<file path="src/rtl/inst_load_ctrl_pkg.sv">
// Shared constants and types for the instruction-load controller.
// The SUM state exists only when INST_LOAD_CHECKSUM_EN is defined.
package inst_load_ctrl_pkg;

    localparam int INST_SIZE = 14;

    localparam logic [2:0] MODE_STALL = 3'd0;
    localparam logic [2:0] MODE_LOAD  = 3'd1;
    localparam logic [2:0] MODE_EXEC  = 3'd2;

    localparam logic [7:0] ACK_BYTE = 8'hAA;
    localparam logic [7:0] NAK_BYTE = 8'h55;

    typedef enum logic [2:0] {
        ST_IDLE,
        ST_HDR,
        ST_BODY,
`ifdef INST_LOAD_CHECKSUM_EN
        ST_SUM,
`endif
        ST_ACK,
        ST_RUN,
        ST_ERR
    } state_t;

endpackage

</file>
<file path="src/rtl/inst_load_ctrl_if.sv">
// Bundle of UART, BRAM and status signals around inst_load_ctrl.
// Handshake: a tx byte moves on a cycle where tx_valid && tx_ready; rx_valid is an unacknowledged one-cycle pulse.
interface inst_load_ctrl_if #(parameter int INST_SIZE = inst_load_ctrl_pkg::INST_SIZE);
    import inst_load_ctrl_pkg::*;

    logic                 start;
    logic                 rx_valid;
    logic [7:0]           rx_data;
    logic                 tx_ready;
    logic                 tx_valid;
    logic [7:0]           tx_data;
    logic [INST_SIZE-1:0] bram_addr;
    logic [31:0]          bram_din;
    logic                 bram_we;
    logic [2:0]           mode;
    logic [INST_SIZE:0]   word_count;
    logic                 done;
    logic                 err;
    state_t               state;

    modport master (
        output start, rx_valid, rx_data, tx_ready,
        input  tx_valid, tx_data, bram_addr, bram_din, bram_we,
               mode, word_count, done, err, state
    );

    modport slave (
        input  start, rx_valid, rx_data, tx_ready,
        output tx_valid, tx_data, bram_addr, bram_din, bram_we,
               mode, word_count, done, err, state
    );

endinterface

</file>
<file path="src/rtl/inst_load_ctrl_byte_packer.sv">
// Packs a byte stream into little-endian 32-bit words; word_valid fires
// combinationally on the cycle the 4th byte arrives.
module inst_load_ctrl_byte_packer (
    input  logic        clk,
    input  logic        rst,
    input  logic        clear,
    input  logic        in_valid,
    input  logic [7:0]  in_byte,
    output logic [31:0] word,
    output logic        word_valid
);

    logic [23:0] shift_q, shift_d;
    logic [1:0]  cnt_q, cnt_d;

    always_comb begin
        shift_d = shift_q;
        cnt_d   = cnt_q;
        if (clear) begin
            shift_d = '0;
            cnt_d   = '0;
        end else if (in_valid) begin
            shift_d = {in_byte, shift_q[23:8]};
            cnt_d   = cnt_q + 2'd1;
        end
    end

    // Earlier bytes sit in the low lanes, so the new byte completes the top one.
    assign word       = {in_byte, shift_q};
    assign word_valid = in_valid && !clear && (cnt_q == 2'd3);

    always_ff @(posedge clk or posedge rst) begin
        if (rst) begin
            shift_q <= '0;
            cnt_q   <= '0;
        end else begin
            shift_q <= shift_d;
            cnt_q   <= cnt_d;
        end
    end

endmodule

</file>
<file path="src/rtl/inst_load_ctrl.sv">
// Program loader: UART header + words into instruction BRAM, then ACK/NAK and run mode.
// Optional trailer checksum enabled by INST_LOAD_CHECKSUM_EN.
module inst_load_ctrl #(
    parameter int INST_SIZE = inst_load_ctrl_pkg::INST_SIZE
) (
    input  logic             clk,
    input  logic             rst,
    inst_load_ctrl_if.slave  bus
);
    import inst_load_ctrl_pkg::*;

    localparam logic [32:0] CAP = 33'd1 << INST_SIZE;

    state_t               state_q, state_d;
    logic [INST_SIZE:0]   word_count_q, word_count_d;
    logic [INST_SIZE:0]   len_q, len_d;
    logic                 bram_we_q, bram_we_d;
    logic [INST_SIZE-1:0] bram_addr_q, bram_addr_d;
    logic [31:0]          bram_din_q, bram_din_d;
    logic                 nak_sent_q, nak_sent_d;
`ifdef INST_LOAD_CHECKSUM_EN
    logic [31:0]          sum_q, sum_d;
`endif

    logic        pk_clear, pk_valid, pk_word_valid;
    logic [31:0] pk_word;
    logic        restart;
    logic        last_word;

    assign restart   = bus.start && (state_q == ST_IDLE || state_q == ST_RUN || state_q == ST_ERR);
    assign last_word = (word_count_q + 1'b1) == len_q;
    assign pk_clear  = restart;
    assign pk_valid  = bus.rx_valid &&
                       (state_q == ST_HDR || state_q == ST_BODY
`ifdef INST_LOAD_CHECKSUM_EN
                        || state_q == ST_SUM
`endif
                       );

    inst_load_ctrl_byte_packer u_packer (
        .clk        (clk),
        .rst        (rst),
        .clear      (pk_clear),
        .in_valid   (pk_valid),
        .in_byte    (bus.rx_data),
        .word       (pk_word),
        .word_valid (pk_word_valid)
    );

    always_ff @(posedge clk or posedge rst) begin
        if (rst) state_q <= ST_IDLE;
        else     state_q <= state_d;
    end

    always_comb begin
        state_d = state_q;
        case (state_q)
            ST_IDLE: if (bus.start) state_d = ST_HDR;
            ST_HDR: if (pk_word_valid) begin
`ifdef INST_LOAD_CHECKSUM_EN
                if (pk_word == '0)                 state_d = ST_SUM;
`else
                if (pk_word == '0)                 state_d = ST_ACK;
`endif
                else if ({1'b0, pk_word} > CAP)    state_d = ST_ERR;
                else                               state_d = ST_BODY;
            end
`ifdef INST_LOAD_CHECKSUM_EN
            ST_BODY: if (pk_word_valid && last_word) state_d = ST_SUM;
            ST_SUM:  if (pk_word_valid) state_d = (pk_word == sum_q) ? ST_ACK : ST_ERR;
`else
            ST_BODY: if (pk_word_valid && last_word) state_d = ST_ACK;
`endif
            ST_ACK:  if (bus.tx_ready) state_d = ST_RUN;
            ST_RUN:  if (bus.start) state_d = ST_HDR;
            ST_ERR:  if (bus.start) state_d = ST_HDR;
            default: state_d = ST_IDLE;
        endcase
    end

    always_comb begin
        word_count_d = word_count_q;
        len_d        = len_q;
        bram_we_d    = 1'b0;
        bram_addr_d  = bram_addr_q;
        bram_din_d   = bram_din_q;
        nak_sent_d   = nak_sent_q;
`ifdef INST_LOAD_CHECKSUM_EN
        sum_d        = sum_q;
`endif
        if (restart) begin
            word_count_d = '0;
            nak_sent_d   = 1'b0;
`ifdef INST_LOAD_CHECKSUM_EN
            sum_d        = '0;
`endif
        end
        if (state_q == ST_HDR && pk_word_valid) len_d = pk_word[INST_SIZE:0];
        // Length was bounded by CAP in HDR, so word_count cannot pass it and the address never wraps.
        if (state_q == ST_BODY && pk_word_valid) begin
            bram_we_d    = 1'b1;
            bram_addr_d  = word_count_q[INST_SIZE-1:0];
            bram_din_d   = pk_word;
            word_count_d = word_count_q + 1'b1;
`ifdef INST_LOAD_CHECKSUM_EN
            sum_d        = sum_q + pk_word;
`endif
        end
        if (state_q == ST_ERR && bus.tx_ready && !nak_sent_q) nak_sent_d = 1'b1;
    end

    always_ff @(posedge clk or posedge rst) begin
        if (rst) begin
            word_count_q <= '0;
            len_q        <= '0;
            bram_we_q    <= 1'b0;
            bram_addr_q  <= '0;
            bram_din_q   <= '0;
            nak_sent_q   <= 1'b0;
`ifdef INST_LOAD_CHECKSUM_EN
            sum_q        <= '0;
`endif
        end else begin
            word_count_q <= word_count_d;
            len_q        <= len_d;
            bram_we_q    <= bram_we_d;
            bram_addr_q  <= bram_addr_d;
            bram_din_q   <= bram_din_d;
            nak_sent_q   <= nak_sent_d;
`ifdef INST_LOAD_CHECKSUM_EN
            sum_q        <= sum_d;
`endif
        end
    end

    always_comb begin
        bus.mode     = MODE_STALL;
        bus.done     = 1'b0;
        bus.err      = 1'b0;
        bus.tx_valid = 1'b0;
        bus.tx_data  = 8'h00;
        case (state_q)
            ST_HDR, ST_BODY,
`ifdef INST_LOAD_CHECKSUM_EN
            ST_SUM,
`endif
            ST_ACK: bus.mode = MODE_LOAD;
            ST_RUN: begin
                bus.mode = MODE_EXEC;
                bus.done = 1'b1;
            end
            ST_ERR: begin
                bus.err      = 1'b1;
                bus.tx_valid = !nak_sent_q;
                bus.tx_data  = NAK_BYTE;
            end
            default: ;
        endcase
        if (state_q == ST_ACK) begin
            bus.tx_valid = 1'b1;
            bus.tx_data  = ACK_BYTE;
        end
    end

    assign bus.bram_we    = bram_we_q;
    assign bus.bram_addr  = bram_addr_q;
    assign bus.bram_din   = bram_din_q;
    assign bus.word_count = word_count_q;
    assign bus.state      = state_q;

endmodule
</file>
<file path="src/flat_wrapper.sv">
// flat-port wrapper written by rule: the top's interface ports become plain ports
module inst_load_ctrl_flat import inst_load_ctrl_pkg::*;
#(
    parameter int INST_SIZE = inst_load_ctrl_pkg::INST_SIZE
)
  (clk, rst, bus_start, bus_rx_valid, bus_rx_data, bus_tx_ready, bus_tx_valid, bus_tx_data, bus_bram_addr, bus_bram_din, bus_bram_we, bus_mode, bus_word_count, bus_done, bus_err, bus_state);
  inst_load_ctrl_if #(.INST_SIZE(INST_SIZE)) bus_i ();
  input  logic clk;
  input  logic rst;
  input wire logic [$bits(bus_i.start)-1:0] bus_start;
  input wire logic [$bits(bus_i.rx_valid)-1:0] bus_rx_valid;
  input wire logic [$bits(bus_i.rx_data)-1:0] bus_rx_data;
  input wire logic [$bits(bus_i.tx_ready)-1:0] bus_tx_ready;
  output wire logic [$bits(bus_i.tx_valid)-1:0] bus_tx_valid;
  output wire logic [$bits(bus_i.tx_data)-1:0] bus_tx_data;
  output wire logic [$bits(bus_i.bram_addr)-1:0] bus_bram_addr;
  output wire logic [$bits(bus_i.bram_din)-1:0] bus_bram_din;
  output wire logic [$bits(bus_i.bram_we)-1:0] bus_bram_we;
  output wire logic [$bits(bus_i.mode)-1:0] bus_mode;
  output wire logic [$bits(bus_i.word_count)-1:0] bus_word_count;
  output wire logic [$bits(bus_i.done)-1:0] bus_done;
  output wire logic [$bits(bus_i.err)-1:0] bus_err;
  output wire logic [$bits(bus_i.state)-1:0] bus_state;
  assign bus_i.start = bus_start;
  assign bus_i.rx_valid = bus_rx_valid;
  assign bus_i.rx_data = bus_rx_data;
  assign bus_i.tx_ready = bus_tx_ready;
  assign bus_tx_valid = bus_i.tx_valid;
  assign bus_tx_data = bus_i.tx_data;
  assign bus_bram_addr = bus_i.bram_addr;
  assign bus_bram_din = bus_i.bram_din;
  assign bus_bram_we = bus_i.bram_we;
  assign bus_mode = bus_i.mode;
  assign bus_word_count = bus_i.word_count;
  assign bus_done = bus_i.done;
  assign bus_err = bus_i.err;
  assign bus_state = bus_i.state;
  inst_load_ctrl #(.INST_SIZE(INST_SIZE)) u_core (.clk(clk), .rst(rst), .bus(bus_i));
endmodule
</file>
<file path="config.mk">
export PLATFORM = sky130hd
export DESIGN_NAME = inst_load_ctrl_flat
export DESIGN_NICKNAME = d
export VERILOG_FILES = /design/src/rtl/inst_load_ctrl_pkg.sv /design/src/rtl/inst_load_ctrl_if.sv /design/src/rtl/inst_load_ctrl_byte_packer.sv /design/src/rtl/inst_load_ctrl.sv /design/src/flat_wrapper.sv
export SDC_FILE = /design/constraint.sdc
export NUM_CORES = 1
export LEC_CHECK = 0
export CAP_MARGIN = 20
export CORE_MARGIN = 4
export CORE_UTILIZATION = 35
export DETAILED_ROUTE_END_ITERATION = 10
export PLACE_DENSITY = 0.57
export SLEW_MARGIN = 15
export SYNTH_ARGS = -nofsm -noshare
export SYNTH_HDL_FRONTEND = slang
export SYNTH_SLANG_ARGS = --single-unit
</file>
<file path="constraint.sdc">
create_clock -name clk -period 8.75 [get_ports clk]
set_input_delay 1.75 -clock clk [delete_from_list [all_inputs] [get_ports clk]]
set_output_delay 1.75 -clock clk [all_outputs]
set_load 0.02 [all_outputs]
</file>
==> impl_metrics.yaml <==
status:
  outcome: "completed"
power:
  powerDensity_nw_per_um2: 228
  irDropWorstVdd_mv: 0.101
  power_leakage_nw: 2.89
  p_total_mw: 1.41
critical_path:
  end_kind: "output port"
  critPathKind: "register to output port"
  critPathLaunchType: "register"
  crit_path_cell_trace: "nand2b_1 > nor2_1 > a21o_1 > clkdlybuf4s50_1"
  crit_required_ns: 7.00
  critPathMaxFanout: 14
  cp_slowest_stage_delay_ns: 0.59
  cp_slowest_cell: "clkdlybuf4s50_1"
  critPathArrivalTime_ns: 2.12
timing:
  max_slew.worst_pin.slew_ns: 1.09
  period_share: 0.442
  maxSlewViolCount: 0
  finalSetupViolations: 0
  period_needed_ns: 3.87
  max_freq_ghz: 0.258
  relSlewSlack: 0.274
  tns_ns: 0
  skew_ns: 0.00671
  rsz0062_at_grt: "false"
  hold_viol_final: 0
global_route:
  grt.overflow.total: 0
  grt_usage: 0.155
  grt_start_max_net_pins: 65
  grt_pass1_wl_mm: 20.3
  grt_antenna_before_repair: 0
  grt_pass1_vias: 4028
drt:
  drt_pass1_iterations: 4
  drtIter0Drc: 306
  wirelength_mm: 12.1
  wire_per_inst_um: 15.1
  viasPerCell: 5.01
  ant_nets: 0
  vias: 3995
  drc: 0
clock_network:
  clk_latency_ns: 0.35
  htree_levels: 3
  clk_pin_slew_ns: 0.07
  cts_setup_buffers: 0
  cts-buffers-inserted: 9
  hold_buffers: 0
  cts.sinks: 107
  clk_path_buf_depth: 2
  tritoncts: "done"
  ctsResizeCount: 0
  ctsRootBufferMaster: "clkbuf_16"
floorplanning:
  initial_core_util: 0.357
  dieHeight_um: 127
  die_area_um2: 16100
  core_um2: 13800
  rows: 43
  dieWidth_um: 127
  io_pins: 92
synthesis:
  yosysMostFrequentCell: "nand2_1"
  syn-mean-instance-area_um2: 9.01
  synth_area_leaders: "dfrtp_1 54%, nand2_1 16%, nand3_1 3.8%"
  ys_warn_count: 0
  ys_ff_latch: 107
  yosysTopAreaCellShare: 0.542
  async_flop_share: 1.00
  synth-edff-count: 0
  seq_area_frac_synth: 0.542
  syn_area_um2: 4940
  netlist_instances: 548
  synth_top_cell_by_area: "dfrtp_1"
  synthTopCellsByCount: "204 x nand2_1, 107 x dfrtp_1, 37 x nand3_1, 28 x o21ai_0, 20 x clkbuf_1"
  synth-main-ff-cell: "dfrtp_1"
  synth.distinct_cells: 46
  synth_nets: 563
placed_design:
  gp_congestion: 0.851
  dp_hpwl_mm: 8.31
  placed_area_um2: 5890
  port_buffers: 90
layout:
  multiInputGateArea_um2: 2020
  drive_above_1_share: 0.0696
  antenna_cells: 0
  layout.nets: 629
  seqCellArea_um2: 2680
  area_growth_pct: 25.2
  final_cell_area_um2: 6180
  n_fill_cell: 1346
hold_path:
  hold_path.class: "register to register"
flow_run:
  cap_violations: 0
kinds of logic after synthesis:
family                     after synthesis  share of synthesized area
AOI/OAI and AO/OA                       50                     0.0596
xor gates and xnor gates                23                     0.0408
adders and majority gates                2                    0.00507
buffers and inverters                   48                     0.0497
DFF                                    107                      0.542
muxes                                   16                     0.0360
other                                    1                   0.000760
and+or+nand+nor                        301                      0.266
layout by cell type, fill, tap and decap left out, drive strengths merged, types with 3 or more instances in the layout:
cell / synthesis / layout
a21oi: 6 / 6
clkdlybuf4s50: 0 / 90
and2: 4 / 4
nand4: 3 / 3
nor2: 16 / 16
nand2: 205 / 205
nand3: 39 / 39
xor2: 6 / 6
xnor2: 17 / 17
buf: 20 / 5
clkinv: 0 / 3
mux2: 14 / 14
nor4: 12 / 12
nor3: 7 / 7
o21ai: 29 / 29
dfrtp: 107 / 107
or3: 3 / 3
inv: 8 / 9
clkbuf: 20 / 11
o31ai: 5 / 5
power by group:
| group | internal (mW) | switching (mW) |
|---|---|---|
| Sequential | 0.588 | 0.119 |
| Combinational | 0.152 | 0.159 |
| Clock | 0.210 | 0.180 |
stage by stage:
step / std cells / utilization / hold slack (ns) / worst slack [ns]
5_1_grt: 798 / 0.447 / 0.502 / 4.76
6_report: 798 / 0.447 / 0.474 / 4.88
3_5_place_dp: 782 / 0.426 / 0.463 / 4.71
3_3_place_gp: 782 / 0.426 / 0.457 / 4.80
4_1_cts: 797 / 0.446 / 0.480 / 4.85
2_1_floorplan: 548 / - / 0.457 / 4.18
critical path, delay by kind of cell, from the launching register on:
| kind | cells | cell delay [ns] |
|---|---|---|
| buffers and inverters | 1 | 0.59 |
| AND/OR/NAND/NOR | 2 | 0.54 |
| flip-flops | 1 | 0.52 |
| AO/OA/AOI/OAI | 1 | 0.12 |
registers in the layout, summed over array words and instances (netlist names):
name                     cells
u_core.bus.bram_addr        14
u_core.bus.bram_din         32
u_core.bus.bram_we           1
u_core.bus.state             3
u_core.bus.word_count       15
u_core.len_q                15
u_core.nak_sent_q            1
u_core.u_packer.cnt_q        2
u_core.u_packer.shift_q     24
area by class of cell:
cell class | count | share of cell area
clock buffers | 11 | 0.0409
clock inverters | 4 | 0.00567
inverters | 8 | 0.00526
multi-input cells | 393 | 0.327
flip-flops and latches | 107 | 0.433
well taps | 180 | 0.0364
repair buffers | 95 | 0.152
worst paths after layout:
path | start | end | slack [ns] | depth (start not counted)
max | u_core.bus.state[2] | bus_tx_valid | 4.88 | 4
min | u_core.bus.bram_addr[6] | u_core.bus.bram_addr[6] | 0.47 | 2
max reg2reg | u_core.bus.word_count[0] | u_core.bus.state[0] | 5.94 | 7
min reg2reg | u_core.bus.bram_addr[6] | u_core.bus.bram_addr[6] | 0.47 | 2
max in group asynchronous | rst | u_core.u_packer.shift_q[15] | 5.73 | 3
min in group asynchronous | rst | u_core.bus.word_count[11] | 1.89 | 2
routing by layer:
layer  up-vias  track usage  share of wire
li1       1941            -              -
met1      1948        0.198           0.45
met2        91        0.259           0.49
met3        15       0.0362          0.046
met4         0       0.0555          0.014
met5         -            0              0
Power figures use the tool's default switching activity.
